===== src/rtl/lsu_mem_ctrl_if.sv =====
// lsu_mem_ctrl_if: request/response handshake and data-memory pins of the load/store unit.
// master is the execute/memory side, slave is the controller.
interface lsu_mem_ctrl_if #(parameter int ADDR_W = 32);
   logic              req_valid;
   logic              req_ready;
   logic              req_we;
   logic [1:0]        req_size;
   logic              req_unsigned;
   logic [ADDR_W-1:0] req_addr;
   logic [31:0]       req_wdata;
   logic              rsp_valid;
   logic [31:0]       rsp_rdata;
   logic              rsp_err;
   logic              mem_ce;
   logic              mem_we;
   logic [31:0]       mem_addr;
   logic [31:0]       mem_wdata;
   logic [31:0]       mem_rdata;
   modport master (
      output req_valid, req_we, req_size, req_unsigned, req_addr, req_wdata, mem_rdata,
      input  req_ready, rsp_valid, rsp_rdata, rsp_err, mem_ce, mem_we, mem_addr, mem_wdata
   );
   modport slave (
      input  req_valid, req_we, req_size, req_unsigned, req_addr, req_wdata, mem_rdata,
      output req_ready, rsp_valid, rsp_rdata, rsp_err, mem_ce, mem_we, mem_addr, mem_wdata
   );
endinterface


===== src/rtl/lsu_mem_ctrl.sv =====
// lsu_mem_ctrl: single-outstanding load/store initiator; sub-word stores use read-modify-write.
// Define MISALIGN_CHECK_EN to flag misaligned halfword/word accesses instead of forcing alignment.
module lsu_mem_ctrl #(
   parameter int ADDR_W    = 32,
   parameter int MEM_BYTES = 1024
) (
   input logic          clk,
   input logic          rst,
   lsu_mem_ctrl_if.slave bus
);
   typedef enum logic [1:0] {IDLE, RD, WR, RESP} state_t;
   state_t            state;
   logic              we_q;
   logic              uns_q;
   logic [1:0]        size_q;
   logic [1:0]        lo_q;
   logic [31:0]       wdata_q;
   logic [31:0]       rbuf;
   logic              word_sz;
   logic              misalign;
   logic              out_range;
   logic              err;
   logic [1:0]        eff_lo;
   logic [ADDR_W-1:0] word_addr;
   logic [7:0]        lane_b;
   logic [15:0]       lane_h;
   logic [31:0]       load_val;
   logic [31:0]       merged;
   always_comb begin
      word_sz   = bus.req_size[1];
`ifdef MISALIGN_CHECK_EN
      misalign  = word_sz ? |bus.req_addr[1:0] : bus.req_size[0] & bus.req_addr[0];
      eff_lo    = bus.req_addr[1:0];
`else
      misalign  = 1'b0;
      eff_lo    = word_sz ? 2'b00 : bus.req_size[0] ? {bus.req_addr[1], 1'b0} : bus.req_addr[1:0];
`endif
      word_addr = {bus.req_addr[ADDR_W-1:2], 2'b00};
      out_range = word_addr >= ADDR_W'(MEM_BYTES - 3);
      err       = misalign | out_range;
   end
   // lane extraction works on the live read port so the result is ready with rsp_valid
   always_comb begin
      lane_b   = bus.mem_rdata[{lo_q, 3'b000} +: 8];
      lane_h   = bus.mem_rdata[{lo_q[1], 4'b0000} +: 16];
      load_val = size_q[1] ? bus.mem_rdata :
                 size_q[0] ? {{16{~uns_q & lane_h[15]}}, lane_h} :
                             {{24{~uns_q & lane_b[7]}}, lane_b};
      merged   = rbuf;
      if (size_q[0])
         merged[{lo_q[1], 4'b0000} +: 16] = wdata_q[15:0];
      else
         merged[{lo_q, 3'b000} +: 8] = wdata_q[7:0];
   end
   assign bus.mem_wdata = (state != WR) ? '0 : size_q[1] ? wdata_q : merged;
   always_ff @(posedge clk) begin
      if (rst) begin
         state         <= IDLE;
         we_q          <= 1'b0;
         uns_q         <= 1'b0;
         size_q        <= 2'd0;
         lo_q          <= 2'd0;
         wdata_q       <= '0;
         rbuf          <= '0;
         bus.req_ready <= 1'b1;
         bus.rsp_valid <= 1'b0;
         bus.rsp_err   <= 1'b0;
         bus.rsp_rdata <= '0;
         bus.mem_ce    <= 1'b0;
         bus.mem_we    <= 1'b0;
         bus.mem_addr  <= '0;
      end else begin
         case (state)
            IDLE: if (bus.req_valid) begin
               we_q          <= bus.req_we;
               uns_q         <= bus.req_unsigned;
               size_q        <= bus.req_size;
               lo_q          <= eff_lo;
               wdata_q       <= bus.req_wdata;
               bus.req_ready <= 1'b0;
               bus.rsp_valid <= err;
               bus.rsp_err   <= err;
               bus.mem_ce    <= ~err;
               bus.mem_we    <= ~err & bus.req_we & word_sz;
               bus.mem_addr  <= 32'(word_addr);
               state         <= err ? RESP : (bus.req_we & word_sz) ? WR : RD;
            end
            RD: begin
               rbuf <= bus.mem_rdata;
               if (we_q) begin
                  bus.mem_we <= 1'b1;
                  state      <= WR;
               end else begin
                  bus.mem_ce    <= 1'b0;
                  bus.rsp_valid <= 1'b1;
                  bus.rsp_rdata <= load_val;
                  state         <= RESP;
               end
            end
            WR: begin
               bus.mem_ce    <= 1'b0;
               bus.mem_we    <= 1'b0;
               bus.rsp_valid <= 1'b1;
               state         <= RESP;
            end
            default: begin
               bus.rsp_valid <= 1'b0;
               bus.rsp_err   <= 1'b0;
               bus.req_ready <= 1'b1;
               state         <= IDLE;
            end
         endcase
      end
   end
endmodule


===== src/flat_wrapper.sv =====
// flat-port wrapper written by rule: the top's interface ports become plain ports
module lsu_mem_ctrl_flat 
#(
   parameter int ADDR_W    = 32,
   parameter int MEM_BYTES = 1024
)
  (clk, rst, bus_req_valid, bus_req_we, bus_req_size, bus_req_unsigned, bus_req_addr, bus_req_wdata, bus_mem_rdata, bus_req_ready, bus_rsp_valid, bus_rsp_rdata, bus_rsp_err, bus_mem_ce, bus_mem_we, bus_mem_addr, bus_mem_wdata);
  lsu_mem_ctrl_if #(.ADDR_W(ADDR_W)) bus_i ();
  input logic clk;
  input logic rst;
  input wire logic [$bits(bus_i.req_valid)-1:0] bus_req_valid;
  input wire logic [$bits(bus_i.req_we)-1:0] bus_req_we;
  input wire logic [$bits(bus_i.req_size)-1:0] bus_req_size;
  input wire logic [$bits(bus_i.req_unsigned)-1:0] bus_req_unsigned;
  input wire logic [$bits(bus_i.req_addr)-1:0] bus_req_addr;
  input wire logic [$bits(bus_i.req_wdata)-1:0] bus_req_wdata;
  input wire logic [$bits(bus_i.mem_rdata)-1:0] bus_mem_rdata;
  output wire logic [$bits(bus_i.req_ready)-1:0] bus_req_ready;
  output wire logic [$bits(bus_i.rsp_valid)-1:0] bus_rsp_valid;
  output wire logic [$bits(bus_i.rsp_rdata)-1:0] bus_rsp_rdata;
  output wire logic [$bits(bus_i.rsp_err)-1:0] bus_rsp_err;
  output wire logic [$bits(bus_i.mem_ce)-1:0] bus_mem_ce;
  output wire logic [$bits(bus_i.mem_we)-1:0] bus_mem_we;
  output wire logic [$bits(bus_i.mem_addr)-1:0] bus_mem_addr;
  output wire logic [$bits(bus_i.mem_wdata)-1:0] bus_mem_wdata;
  assign bus_i.req_valid = bus_req_valid;
  assign bus_i.req_we = bus_req_we;
  assign bus_i.req_size = bus_req_size;
  assign bus_i.req_unsigned = bus_req_unsigned;
  assign bus_i.req_addr = bus_req_addr;
  assign bus_i.req_wdata = bus_req_wdata;
  assign bus_i.mem_rdata = bus_mem_rdata;
  assign bus_req_ready = bus_i.req_ready;
  assign bus_rsp_valid = bus_i.rsp_valid;
  assign bus_rsp_rdata = bus_i.rsp_rdata;
  assign bus_rsp_err = bus_i.rsp_err;
  assign bus_mem_ce = bus_i.mem_ce;
  assign bus_mem_we = bus_i.mem_we;
  assign bus_mem_addr = bus_i.mem_addr;
  assign bus_mem_wdata = bus_i.mem_wdata;
  lsu_mem_ctrl #(.ADDR_W(ADDR_W), .MEM_BYTES(MEM_BYTES)) u_core (.clk(clk), .rst(rst), .bus(bus_i));
endmodule

===== config.mk =====
export PLATFORM = sky130hd
export DESIGN_NAME = lsu_mem_ctrl_flat
export DESIGN_NICKNAME = d
export VERILOG_FILES = /design/src/rtl/lsu_mem_ctrl_if.sv /design/src/rtl/lsu_mem_ctrl.sv /design/src/flat_wrapper.sv
export SDC_FILE = /design/constraint.sdc
export NUM_CORES = 1
export LEC_CHECK = 0
export BUFFER_PORTS_ARGS = -buffer_cell sky130_fd_sc_hd__buf_2
export CORE_ASPECT_RATIO = 1.1
export CORE_MARGIN = 10
export CORE_UTILIZATION = 40
export CTS_CLUSTER_DIAMETER = 120
export CTS_CLUSTER_SIZE = 20
export DETAILED_ROUTE_END_ITERATION = 12
export PLACE_DENSITY = 0.68
export SYNTH_ARGS = -nofsm -noshare
export SYNTH_HDL_FRONTEND = slang
export SYNTH_SLANG_ARGS = --single-unit

===== constraint.sdc =====
create_clock -name clk -period 3.6 [get_ports clk]
set_input_delay 0.72 -clock clk [delete_from_list [all_inputs] [get_ports clk]]
set_output_delay 0.72 -clock clk [all_outputs]
set_load 0.01 [all_outputs]

==> qor.yml <==
ys_seq_area_frac: 0.425
yosysWarnings: 0
fp.dieH_um: 154
hold_end: "u_core.wdata_q[18]"
r2r_cells: 5
fin_setup_tns_ps: 0
synthTopCellsByArea: "dfxtp_1 42%, a21oi_1 10%, nand2_1 8.1%"
die_x_um: 142
hp-start: "u_core.wdata_q[18]"
netlist_instances: 810
gp_congestion: 0.853
clockBufferDepth: 2
criticalPathCategory: "reg -> out"
cts_tree: "done"
pwr-share-clk: 0.283
grt_pass1_wl_um: 35800
clkTransAtPathRegs_ps: 60
core_area_mm2: 0.0162
avgSynthCellArea_um2: 8.09
tightest_slew_ps: 883
die-area_mm2: 0.0219
cp-start-kind: "flop"
fill_cells: 1631
yosysTopAreaCell: "dfxtp_1"
cp.required_ps: 2880
finalCriticalPeriod_ps: 3230
setup_viol: 0
clock_sinks: 139
finalNetCount: 1089
p_leak_uw: 0.00348
post-synth-top-area-fraction: 0.425
place_hpwl_um: 16600
track_usage: 0.205
synth_area_mm2: 0.00655
seqPwrFrac: 0.347
core.rowCount: 49
drt_iter0_markers: 494
drv_slew: 0
ant_nets: 0
rsz0062_at_grt: "false"
relSlewSlack: 0.409
cts_inserted_buffers: 17
ys_async_sr_fraction: 0
cts_repair_resize_count: 0
maxCapViolCount: 0
antenna_found_initial: 1
synth_ff_type: "dfxtp_1"
p_switching_uw: 2450
ys_seq_elements: 139
period_share: 0.897
startpoint: "u_core.lo_q[1]"
via_count: 6606
critPathCaptureType: "primary output"
totalWireLength_um: 23200
post-synth-top-count-cell: "nand2_1"
synth_edf_count: 0
overflow: 0
holdWs_ps: 451
critPathArrivalTime_ps: 2510
min_path_type: "reg -> reg"
timing.fmax_mhz: 310
root_buffer: "clkbuf_16"
run_status: "finished, final reports clean"
r2r_setup_slack_ps: 1350
hold_violations: 0
postCtsSetupRepairBufs: 0
hold_path_depth: 2
port-buffer-count: 201
switching_share: 0.376
finClkSkew_ps: 4.96
ioPinCount: 204
firstDrtPassIters: 5
antenna_cells: 0
synth_common_cells: "142 x nand2_1, 139 x dfxtp_1, 132 x a21oi_1, 75 x nor2_1, 45 x o21ai_0"
grt_pass1_vias: 6495
r2r-start: "u_core.size_q[1]"
start_util: 0.405
wl_per_cell_um: 19.5
htree_levels: 4
intPower_uw: 4070
p_comb_frac: 0.370
vdd_drop_max_v: 0.000362
pwr_density_cell_mw_per_mm2: 788
area.growth.synth_to_final_pct: 26.3
yosysUniqueCellTypes: 54
crit-reg2reg-capture: "u_core.bus.rsp_rdata[7]"
post-route-drc-count: 0
hold_buffers: 0
crit_fanout: 20
clk_latency_ps: 420
grt_max_degree: 61
vias_per_cell: 5.54
drive_gt1_frac: 0.269
==> area by class of cell <==
class	count	area [um2]	area share
clock buffers	22	494	0.0598
clock inverters	10	138	0.0166
inverters	11	41.3	0.00499
multi-input cells	593	3450	0.417
flip-flops and latches	139	2780	0.337
well taps	204	255	0.0309
repair buffers	214	1110	0.134
==> critical path: stages (launching register included) <==
cell and delay [ps]:
dfxtp_1 350, inv_2 160, ha_1 370, nand4bb_1 110
o21ai_1 580, a221oi_1 200, nor2_1 180, buf_2 150
==> how the worst max path moves through the flow <==
stage                                   end  slack [ps]  cells after the start
after global placement    bus_mem_wdata[17]         890                      7
after detailed placement  bus_mem_wdata[30]         810                      4
after global routing      bus_mem_wdata[17]         180                      7
after floorplan           bus_mem_wdata[24]         830                      8
after CTS                 bus_mem_wdata[30]         370                      4
final                     bus_mem_wdata[17]         370                      7
==> power by group through the flow <==
stage	Combinational (uW)	Clock, uW	Sequential (uW)
5_1_grt	2700	1930	2310
3_3_place_gp	2400	0	2270
4_1_cts	2430	1880	2250
3_5_place_dp	2420	0	2280
6_report	2410	1850	2260
2_1_floorplan	1600	0	2300
==> routing by layer <==
layer  GRT usage  part of all wire
met2       0.331              0.48
met1       0.247              0.41
met3      0.0677             0.091
met5           0           0.00056
met4      0.0774             0.027
==> placed cells by master (no fill, tap or decap), types with 12 or more instances in the layout <==
master | synthesis | final
buf_2 | 16 | 200
nand2_1 | 142 | 141
dfxtp_1 | 139 | 138
a21oi_1 | 132 | 132
nor2_1 | 75 | 75
o21ai_0 | 45 | 45
mux2i_1 | 41 | 41
a22oi_1 | 24 | 24
a221o_1 | 17 | 17
clkbuf_16 | 0 | 17
buf_4 | 3 | 14
nor4_1 | 12 | 12
==> registers in the layout (all words and copies together) (netlist names) <==
| register | flops |
|---|---|
| u_core.bus.rsp_valid | 1 |
| u_core.bus.rsp_err | 1 |
| u_core.state | 2 |
| u_core.we_q | 1 |
| u_core.bus.mem_we | 1 |
| u_core.rbuf | 32 |
| u_core.size_q | 2 |
| u_core.bus.req_ready | 1 |
| u_core.wdata_q | 32 |
| u_core.uns_q | 1 |
| u_core.bus.mem_addr | 30 |
| u_core.bus.mem_ce | 1 |
| u_core.bus.rsp_rdata | 32 |
| u_core.lo_q | 2 |
==> metrics by stage <==
step                      instance area [um2]   util  worst slack, ps  total power (uW)  std cells
after global routing                     8270  0.511              180              6940       1193
final                                    8270  0.511              369              6520       1193
after CTS                                8270  0.511              374              6570       1193
after detailed placement                 7640  0.472              814              4700       1161
after floorplan                          6550      -              832              3890        811
after global placement                   7640  0.472              887              4680       1161
==> cells by family (layout without fill, tap and decap cells) <==
group / Yosys count / after routing / share of synthesized area
buffers and inverters: 79 / 257 / 0.0500
AND/OR/NAND/NOR: 274 / 274 / 0.183
flip-flops: 139 / 139 / 0.425
AO/OA/AOI/OAI: 263 / 263 / 0.251
multiplexers: 44 / 44 / 0.0713
other: 1 / 2 / 0.000573
adder cells (fa/ha/maj): 10 / 10 / 0.0191
(Power assumes the default switching activity.)
